**src/rtl/pipe_hazard_ctrl_pkg.sv**
```systemverilog
// Shared encodings for the MoonCore pipeline sequencer: PC mux selects,
// forwarding selects, sequencer state codes and the forwarding priority helper.
package pipe_hazard_ctrl_pkg;

  localparam int REG_W = 3;
  localparam int CNT_W = 3;

  localparam logic [1:0] PC_SEQ = 2'b00;
  localparam logic [1:0] PC_JMP = 2'b01;
  localparam logic [1:0] PC_VEC = 2'b10;
  localparam logic [1:0] PC_EPC = 2'b11;

  localparam logic [1:0] FWD_RF  = 2'b00;
  localparam logic [1:0] FWD_EX  = 2'b01;
  localparam logic [1:0] FWD_MEM = 2'b10;

  typedef enum logic [1:0] {
    ST_RUN    = 2'd0,
    ST_DRAIN  = 2'd1,
    ST_VECTOR = 2'd2,
    ST_ISR    = 2'd3
  } hz_state_e;

  // The youngest producer (EX) must win over the older one in MEM.
  function automatic logic [1:0] fwd_sel(input logic ex_hit, input logic mem_hit);
    if (ex_hit)       return FWD_EX;
    else if (mem_hit) return FWD_MEM;
    else              return FWD_RF;
  endfunction

endpackage

```
**src/rtl/pipe_hazard_ctrl_hazard_fwd.sv**
```systemverilog
// Combinational operand-forwarding selects and load-use hazard detection
// for the instruction in ID against the EX and MEM producers.
module hazard_fwd
  import pipe_hazard_ctrl_pkg::*;
(
  input  logic [REG_W-1:0] id_rd,
  input  logic [REG_W-1:0] id_rs,
  input  logic             id_use_a,
  input  logic             id_use_b,
  input  logic             id_valid,
  input  logic [REG_W-1:0] ex_rd,
  input  logic             ex_regwe,
  input  logic             ex_load,
  input  logic [REG_W-1:0] mem_rd,
  input  logic             mem_regwe,
  output logic [1:0]       fwd_a,
  output logic [1:0]       fwd_b,
  output logic             lu
);

  logic ex_alu;
  logic ex_hit_a;
  logic ex_hit_b;

  // A load result is not available from EX/MEM yet, so only ALU results forward from EX.
  assign ex_alu   = ex_regwe & ~ex_load;
  assign ex_hit_a = ex_rd == id_rd;
  assign ex_hit_b = ex_rd == id_rs;

  assign fwd_a = fwd_sel(id_use_a & ex_alu & ex_hit_a, mem_regwe & (mem_rd == id_rd));
  assign fwd_b = fwd_sel(id_use_b & ex_alu & ex_hit_b, mem_regwe & (mem_rd == id_rs));

  assign lu = id_valid & ex_regwe & ex_load & ((id_use_a & ex_hit_a) | (id_use_b & ex_hit_b));

endmodule

```
**src/rtl/pipe_hazard_ctrl.sv**
```systemverilog
// MoonCore pipeline sequencer: load-use stall, redirect squash, forwarding
// and interrupt entry/return sequencing.
//
// state  | meaning
// RUN    | normal issue, watching for an enabled interrupt
// DRAIN  | IF held, bubbles issued while in-flight instrs retire
// VECTOR | fetch redirected to IRQ_VEC, irq acknowledged
// ISR    | handler running, irq masked until ex_iret
module pipe_hazard_ctrl
  import pipe_hazard_ctrl_pkg::*;
#(
  parameter int                   CPU_WIDTH = 16,
  parameter int                   DRAIN_CYC = 3,
  parameter logic [CPU_WIDTH-1:0] IRQ_VEC   = 16'h0004
) (
  input  logic                 clk,
  input  logic                 rst,
  input  logic [REG_W-1:0]     id_rd,
  input  logic [REG_W-1:0]     id_rs,
  input  logic                 id_use_a,
  input  logic                 id_use_b,
  input  logic                 id_valid,
  input  logic [REG_W-1:0]     ex_rd,
  input  logic                 ex_regwe,
  input  logic                 ex_load,
  input  logic [REG_W-1:0]     mem_rd,
  input  logic                 mem_regwe,
  input  logic                 ex_take,
  input  logic [CPU_WIDTH-1:0] ex_target,
  input  logic                 ex_iret,
  input  logic [CPU_WIDTH-1:0] if_pc,
  input  logic                 irq,
  input  logic                 irq_en,
  output logic                 stall_if,
  output logic                 flush_id,
  output logic                 flush_ex,
  output logic [1:0]           fwd_a,
  output logic [1:0]           fwd_b,
  output logic [1:0]           pc_sel,
  output logic [CPU_WIDTH-1:0] epc,
  output logic                 irq_ack,
  output logic                 int_active
);

  localparam logic [CNT_W-1:0] DRAIN_INIT = CNT_W'(DRAIN_CYC);
  localparam logic [CNT_W-1:0] DRAIN_LAST = CNT_W'(1);

  hz_state_e            state, state_nxt;
  logic [CNT_W-1:0]     cnt, cnt_nxt;
  logic [CPU_WIDTH-1:0] epc_nxt;
  logic                 int_active_nxt;
  logic [1:0]           fwd_a_raw, fwd_b_raw;
  logic                 lu;

  hazard_fwd u_hazard_fwd (
    .id_rd     (id_rd),
    .id_rs     (id_rs),
    .id_use_a  (id_use_a),
    .id_use_b  (id_use_b),
    .id_valid  (id_valid),
    .ex_rd     (ex_rd),
    .ex_regwe  (ex_regwe),
    .ex_load   (ex_load),
    .mem_rd    (mem_rd),
    .mem_regwe (mem_regwe),
    .fwd_a     (fwd_a_raw),
    .fwd_b     (fwd_b_raw),
    .lu        (lu)
  );

  always_ff @(posedge clk) begin
    if (rst) begin
      state      <= ST_RUN;
      cnt        <= '0;
      epc        <= '0;
      int_active <= 1'b0;
    end else begin
      state      <= state_nxt;
      cnt        <= cnt_nxt;
      epc        <= epc_nxt;
      int_active <= int_active_nxt;
    end
  end

  always_comb begin
    state_nxt      = state;
    cnt_nxt        = cnt;
    epc_nxt        = epc;
    int_active_nxt = int_active;
    stall_if       = 1'b0;
    flush_id       = 1'b0;
    flush_ex       = 1'b0;
    pc_sel         = PC_SEQ;
    irq_ack        = 1'b0;
    fwd_a          = fwd_a_raw;
    fwd_b          = fwd_b_raw;

    // A taken redirect squashes the consumer anyway, so the load-use stall is dropped.
    if (lu && !ex_take) begin
      stall_if = 1'b1;
      flush_ex = 1'b1;
    end
    if (ex_take) begin
      pc_sel   = PC_JMP;
      flush_id = 1'b1;
      flush_ex = 1'b1;
    end

    unique case (state)
      ST_RUN: begin
        if (irq && irq_en && !lu && !ex_take) begin
          state_nxt = ST_DRAIN;
          epc_nxt   = if_pc;
          cnt_nxt   = DRAIN_INIT;
        end
      end
      ST_DRAIN: begin
        stall_if = 1'b1;
        flush_id = 1'b1;
        cnt_nxt  = cnt - DRAIN_LAST;
        // A redirect retiring during drain is where the interrupted program resumes.
        if (ex_take) epc_nxt = ex_target;
        if (cnt == DRAIN_LAST) state_nxt = ST_VECTOR;
      end
      ST_VECTOR: begin
        pc_sel         = PC_VEC;
        flush_id       = 1'b1;
        irq_ack        = 1'b1;
        int_active_nxt = 1'b1;
        state_nxt      = ST_ISR;
      end
      ST_ISR: begin
        if (ex_iret) begin
          pc_sel         = PC_EPC;
          flush_id       = 1'b1;
          flush_ex       = 1'b1;
          int_active_nxt = 1'b0;
          state_nxt      = ST_RUN;
        end
      end
      default: state_nxt = ST_RUN;
    endcase

    if (rst) begin
      stall_if = 1'b0;
      flush_id = 1'b0;
      flush_ex = 1'b0;
      pc_sel   = PC_SEQ;
      irq_ack  = 1'b0;
      fwd_a    = FWD_RF;
      fwd_b    = FWD_RF;
    end
  end

endmodule

```
**config.mk**
```make
export PLATFORM = sky130hd
export DESIGN_NAME = pipe_hazard_ctrl
export DESIGN_NICKNAME = d
export VERILOG_FILES = /design/src/rtl/pipe_hazard_ctrl_pkg.sv /design/src/rtl/pipe_hazard_ctrl_hazard_fwd.sv /design/src/rtl/pipe_hazard_ctrl.sv
export SDC_FILE = /design/constraint.sdc
export NUM_CORES = 1
export LEC_CHECK = 0
export CELL_PAD_IN_SITES_DETAIL_PLACEMENT = 0
export CELL_PAD_IN_SITES_GLOBAL_PLACEMENT = 1
export CORE_ASPECT_RATIO = 1.75
export CORE_MARGIN = 1.5
export CORE_UTILIZATION = 25
export CTS_BUF_LIST = sky130_fd_sc_hd__clkbuf_4
export CTS_CLUSTER_SIZE = 40
export DETAILED_ROUTE_END_ITERATION = 16
export GPL_TIMING_DRIVEN = 0
export HOLD_SLACK_MARGIN = 0.08
export PLACE_DENSITY = 0.8
export SYNTH_ARGS = -nofsm -noshare
export SYNTH_HDL_FRONTEND = slang
export SYNTH_SLANG_ARGS = --single-unit
```
**constraint.sdc**
```tcl
create_clock -name clk -period 1.8 [get_ports clk]
set_clock_uncertainty 0.1 [all_clocks]
set_input_delay 0.36 -clock clk [delete_from_list [all_inputs] [get_ports clk]]
set_output_delay 0.36 -clock clk [all_outputs]
set_load 0.02 [all_outputs]
```
**After elaboration in Yosys (flattened, before gate mapping)**

Cells that the tools add are included.

- $add $sub $neg: 1
- Equal/unequal tests: 12
- Mux-type cells: 34
- Bitwise operators: 14
- Reduce and logical (&&, ||, !) cells: 14

Operators with widths:

| operator | number |
|---|---|
| $mux 16 | 2 |
| $pmux 16 s2 | 1 |
| $mux 2 | 11 |
| $mux 1 | 14 |
| $and 1x1->1 | 12 |
| $eq 3x3->1 | 4 |
| $ne 2x2->1 const B | 4 |
| $pmux 2 s4 | 1 |
| $pmux 3 s2 | 1 |
| $reduce_and 3->1 | 2 |
| $eq 2x2->1 const B | 2 |
| $logic_and 1x1->1 | 4 |
| $pmux 1 s2 | 2 |
| $pmux 2 s2 | 1 |
| $reduce_and 2->1 | 2 |
| $reduce_bool 2->1 | 2 |
| $eq 3x1->1 const B | 1 |
| $mux 3 | 1 |
| $sub 3x1->3 const B | 1 |
| $eq 2x1->1 const B | 1 |
| $logic_not 1->1 | 2 |
| $logic_not 2->1 | 1 |
| $reduce_or 2->1 | 1 |
| $not 1->1 | 1 |
| $or 1x1->1 | 1 |

- Register bits: 22
- Bits of input ports: 56
- Output and inout port bits: 27
- Word-level logic and storage cells: 79

**Logic depth before layout (Yosys ltp)**

- Word-level depth: 10
- Depth in mapped cells: 9

**Modules after synthesis**

Synthesis repeated with hierarchy kept, for this count alone.

- Cells, all modules: 179
- Area, all modules: 1570.3 µm²

Modules (own cells, without submodules):

| module | times used | cells an instance | area each (µm²) | seq. area each (µm²) |
|---|---|---|---|---|
| pipe_hazard_ctrl | 1 | 156 | 1398.8 | 440.4 |
| hazard_fwd | 1 | 23 | 171.4 | 0.0 |

**Worst setup path before layout**

No wires, ideal clock.

- Path type: reg2reg
- Start point: reg state[1]
- End point: reg epc[15]
- Arrival time: 1.684 ns
- Data required time: 1.561 ns
- Setup slack: -0.123 ns
- Cell stages (with the launch flop): 10
- Path buffers: 2
- Cells stage by stage: dfxtp_1 > inv_1 > ha_1 > buf_4 > and4b_1 > and3_4 > a21oi_4 > buf_6 > a221oi_1 > a311oi_1

- Word-level cells in the longest chain between the ends: 3
- Elaborated cells between the ends (all ways): 7
- Classes of those cells: 3 x eq/ne; 1 x mux; 3 x reduce/logical

Ends and longest elaborated chain:

| element | RTL line | text |
|---|---|---|
| from (decl) | pipe_hazard_ctrl.sv:48 | `hz_state_e state, state_nxt;` |
| from (signal assigned) | pipe_hazard_ctrl.sv:78 | `state <= state_nxt;` |
| $eq 2x1->1 or $logic_not 2->1 (tied branches) | pipe_hazard_ctrl.sv:109 | `unique case (state)` |
| $ne 2x2->1 (no source line) or $reduce_bool 2->1 (tied branches) | n/a |  |
| $reduce_and 3->1 (no source line) | n/a |  |
| to (signal assigned) | pipe_hazard_ctrl.sv:80 | `epc <= epc_nxt;` |
| to (decl) | pipe_hazard_ctrl.sv:40 | `output logic [CPU_WIDTH-1:0] epc,` |

Parallel ways exist; a longest one is shown, timed or not.
A chain may end at the register's enable or synchronous reset.

**Worst setup path in the final report**

- Start point: reg state[1]
- End point: out flush_id

- Word-level cells in the longest chain between the ends: 4
- Elaborated cells between the ends (all ways): 6
- Classes of those cells: 3 x eq/ne; 2 x mux; 1 x reduce/logical

Ends and longest elaborated chain:

| element | RTL line | text |
|---|---|---|
| $eq 2x1->1 or $eq 2x2->1 (tied branches) | pipe_hazard_ctrl.sv:109 |  |
| $reduce_or 2->1 (no source line) | n/a |  |
| $pmux 1 s2 (*) | pipe_hazard_ctrl.sv:109 |  |
| $mux 1 (*) | pipe_hazard_ctrl.sv:144 | `if (rst) begin` |
| to (decl) | pipe_hazard_ctrl.sv:35 | `output logic flush_id,` |

Every way passes the cells marked *; elsewhere a longest branch is shown, timed or not.

==> flow_summary.toml <==
[yosys]
synth_seq_cells = 22
netlist_top_cells_area = "dfxtp_1 (29%), a311oi_1 (12%), a221oi_1 (9.7%), nor2b_1 (7.7%), xnor2_1 (6.8%)"
syn_inst = 182
synth_top_area_share_pct = 28.5
syn_nets = 245
syn_avg_cell_area_um2 = 8.48
synth_warnings = 0
synth_common_cells = "inv_1 (24), a311oi_1 (22), dfxtp_1 (22), nor2b_1 (19), a221oi_1 (17)"
synth_top_cell_by_area = "dfxtp_1"
synth_area_um2 = 1540
yosysMostFrequentCell = "inv_1"
synth.distinct_cells = 33
synthFlopType = "dfxtp_1"
postSynth.asyncResetShare_pct = 0
seq_area_frac_synth_pct = 28.5
synth_edf_count = 0

[sta]
layout_worst_path_cycle_share_pct = 108
min_period_ns = 1.95
finalSetupViolations = 20
rsz0062_at_grt = "yes"
whs_ns = 0.382
slew_headroom_pct = 67.7
max_freq_mhz = 513
tightest_slew_ns = 0.485
final_hold_viol_count = 0
setup_tns_ns = -1.61
timing.final.max_slew_violations = 0
setup_ws_ns = -0.149

[floorplanning]
die_area_um2 = 6670
start_util_pct = 26.0
boundaryPins = 83
core_area_um2 = 5930
num_rows = 37
die_h_um = 107
die_width_um = 62.4

[clock_network]
cts_max_level = 1
clkSinkCount = 22
root_buffer = "clkbuf_4"
cts_buffers = 3
insertion_delay_ns = 0.32
cts_tree = "yes"
path_clk_slew_ns = 0.14
cts_buffer_depth = 2

[global_routing]
first_global_vias = 1879
use_met2_pct = 34.6
track_usage_pct = 17.1
grt_busiest_layer = "met2"
met1_usage_pct = 17.2
grt_pass1_wl_mm = 9.11
overflow = 0
grt_use_met3_pct = 2.41
antenna_found_initial = 0
grt_max_degree = 14

[power]
p_int_mw = 1.89
power.leakage_nw = 1.23
power.density_nw_per_um2 = 1020
total_power_mw = 3.17
p_clk_share_pct = 12.2
p_seq_share_pct = 24.2
switchingPower_mw = 1.28
swShare_pct = 40.4
ir_worst_vdd_v = 0.000439
power_frac_comb_pct = 63.6

[outcome]
violations = "setup timing"
outcome = "finished, violations left"

[critical_path]
crit_family = "flip-flops"
crit_fanout = 4
cp.buffers_inverters = 3
required_ns = 1.34
critical-path-max-stage-delay_ns = 0.39
crit_chain = "inv_6 > buf_6 > ha_4 > o22ai_2 > a221oi_2 > buf_4"
worstPathArrival_ns = 1.49
cp_slowest_cell = "dfxtp_4"
end_kind = "output pin"
crit_type = "flop to output pin"
startpoint_type = "flop"

[placed_design]
placed_area_um2 = 2570
io_buffers = 82
routabilityCongestion = 0.789
dp_hpwl_mm = 4.14

[detailed_routing]
postRouteAntennaNets = 0
drcViolationCount = 0
viasPerCell = 4.98
vias = 1811
first_pass_iters = 4
drt-initial-drc-count = 41
avgRoutedWirePerCell_um = 16.0
routed_wl_mm = 5.84

[finish]
insertedDiodeCount = 0
area_growth_pct = 100
final_net_count = 350
drive_gt1_share_pct = 37.1
postLayoutCoreUtil_pct = 52.2
final_area_um2 = 3090

[worst_hold_path]
hold_path.class = "flop to flop"

[job]
drv_cap = 0
[power groups by stage]
stage	logic, mW	registers, mW	clock network, mW
3_5_place_dp	1.63	0.754	0
5_1_grt	2.17	0.788	0.420
6_report	2.01	0.766	0.388
2_1_floorplan	0.870	0.885	0
3_3_place_gp	1.62	0.749	0
4_1_cts	1.82	0.746	0.401
[final timing paths]
kind | startpoint | end | slack, ns | depth (start not counted)
max | state[1] | flush_id | -0.15 | 6
min | epc[3] | epc[3] | 0.38 | 2
max reg2reg | state[0] | epc[7] | -0.13 | 8
min reg2reg | epc[3] | epc[3] | 0.38 | 2
[cells in the final DEF (no fill, tap or decap), types with 2 or more instances in the layout]
master           count
buf_2                5
xnor2_1              5
dlymetal6s2s_1       6
nor3_1               2
nand2_1              3
inv_1               20
buf_6               11
nor2_2               2
dfxtp_1             19
clkbuf_4             5
nand2b_1             3
xnor2_4              2
a311oi_1            17
a221oi_4             2
nor2b_1             18
inv_2                2
a221oi_2            15
a21o_1               3
ha_2                 2
nand4_1              5
buf_4               22
a21oi_1              2
clkdlybuf4s50_1     47
ha_1                 2
dfxtp_4              2
clkbuf_8             2
ha_4                 3
xnor2_2              5
buf_8                5
nor2_1               5
a311oi_2             5
dlygate4sd2_1       10
[worst reg2reg max path, delay by kind of cell, from the launching register on]
kind                     cells  cell delay, ns
AO/OA/AOI/OAI                3            0.57
adder cells (fa/ha/maj)      1            0.16
buffers and inverters        2            0.26
flip-flops                   1            0.40
AND/OR/NAND/NOR              2            0.38
[cell type report]
cell class / count / area [um2]
clock buffers: 3 / 22.5
inverters: 24 / 97.6
flip-flops and latches: 22 / 449
well taps: 78 / 97.6
fillers: 585 / 2830
repair buffers: 103 / 1030
multi-input cells: 122 / 1250
clock inverters: 1 / 30.0
plain buffers: 11 / 113
[flip-flops by register name, indices dropped and copies added (netlist names)]
| name | cells |
|---|---|
| cnt | 3 |
| epc | 16 |
| int_active | 1 |
| state | 2 |
[metal layers]
metal	share of wire, %	vias to the layer above
li1	-	887
met1	36	851
met2	58	63
met3	3.5	10
met4	2.3	0
met5	0	-
[stage by stage]
| step | setup WS (ns) | instances |
|---|---|---|
| after floorplan | -0.0291 | 182 |
| final | -0.149 | 364 |
| after global placement | -1.24 | 342 |
| after global routing | -0.236 | 364 |
| after detailed placement | -1.21 | 342 |
| after CTS | -0.179 | 361 |
[kinds of logic after synthesis]
logic type	count (synthesis)	synth area share, %
flops	22	28.5
simple gates	48	18.3
buf+inv	38	10.8
fa+ha+maj	7	5.68
xor+xnor	12	6.81
compound gates	55	29.8
[timing repair]
| item | CTS | global route |
|---|---|---|
| gates resized for setup | 138 | 49 |
| hold buffers | 0 | 0 |
| cloned | 2 | 1 |
| pin swaps | 22 | 21 |
| buffers inserted | 13 | 5 |
| setup endpoints to repair | 31 | 33 |
(Power assumes the default switching activity.)
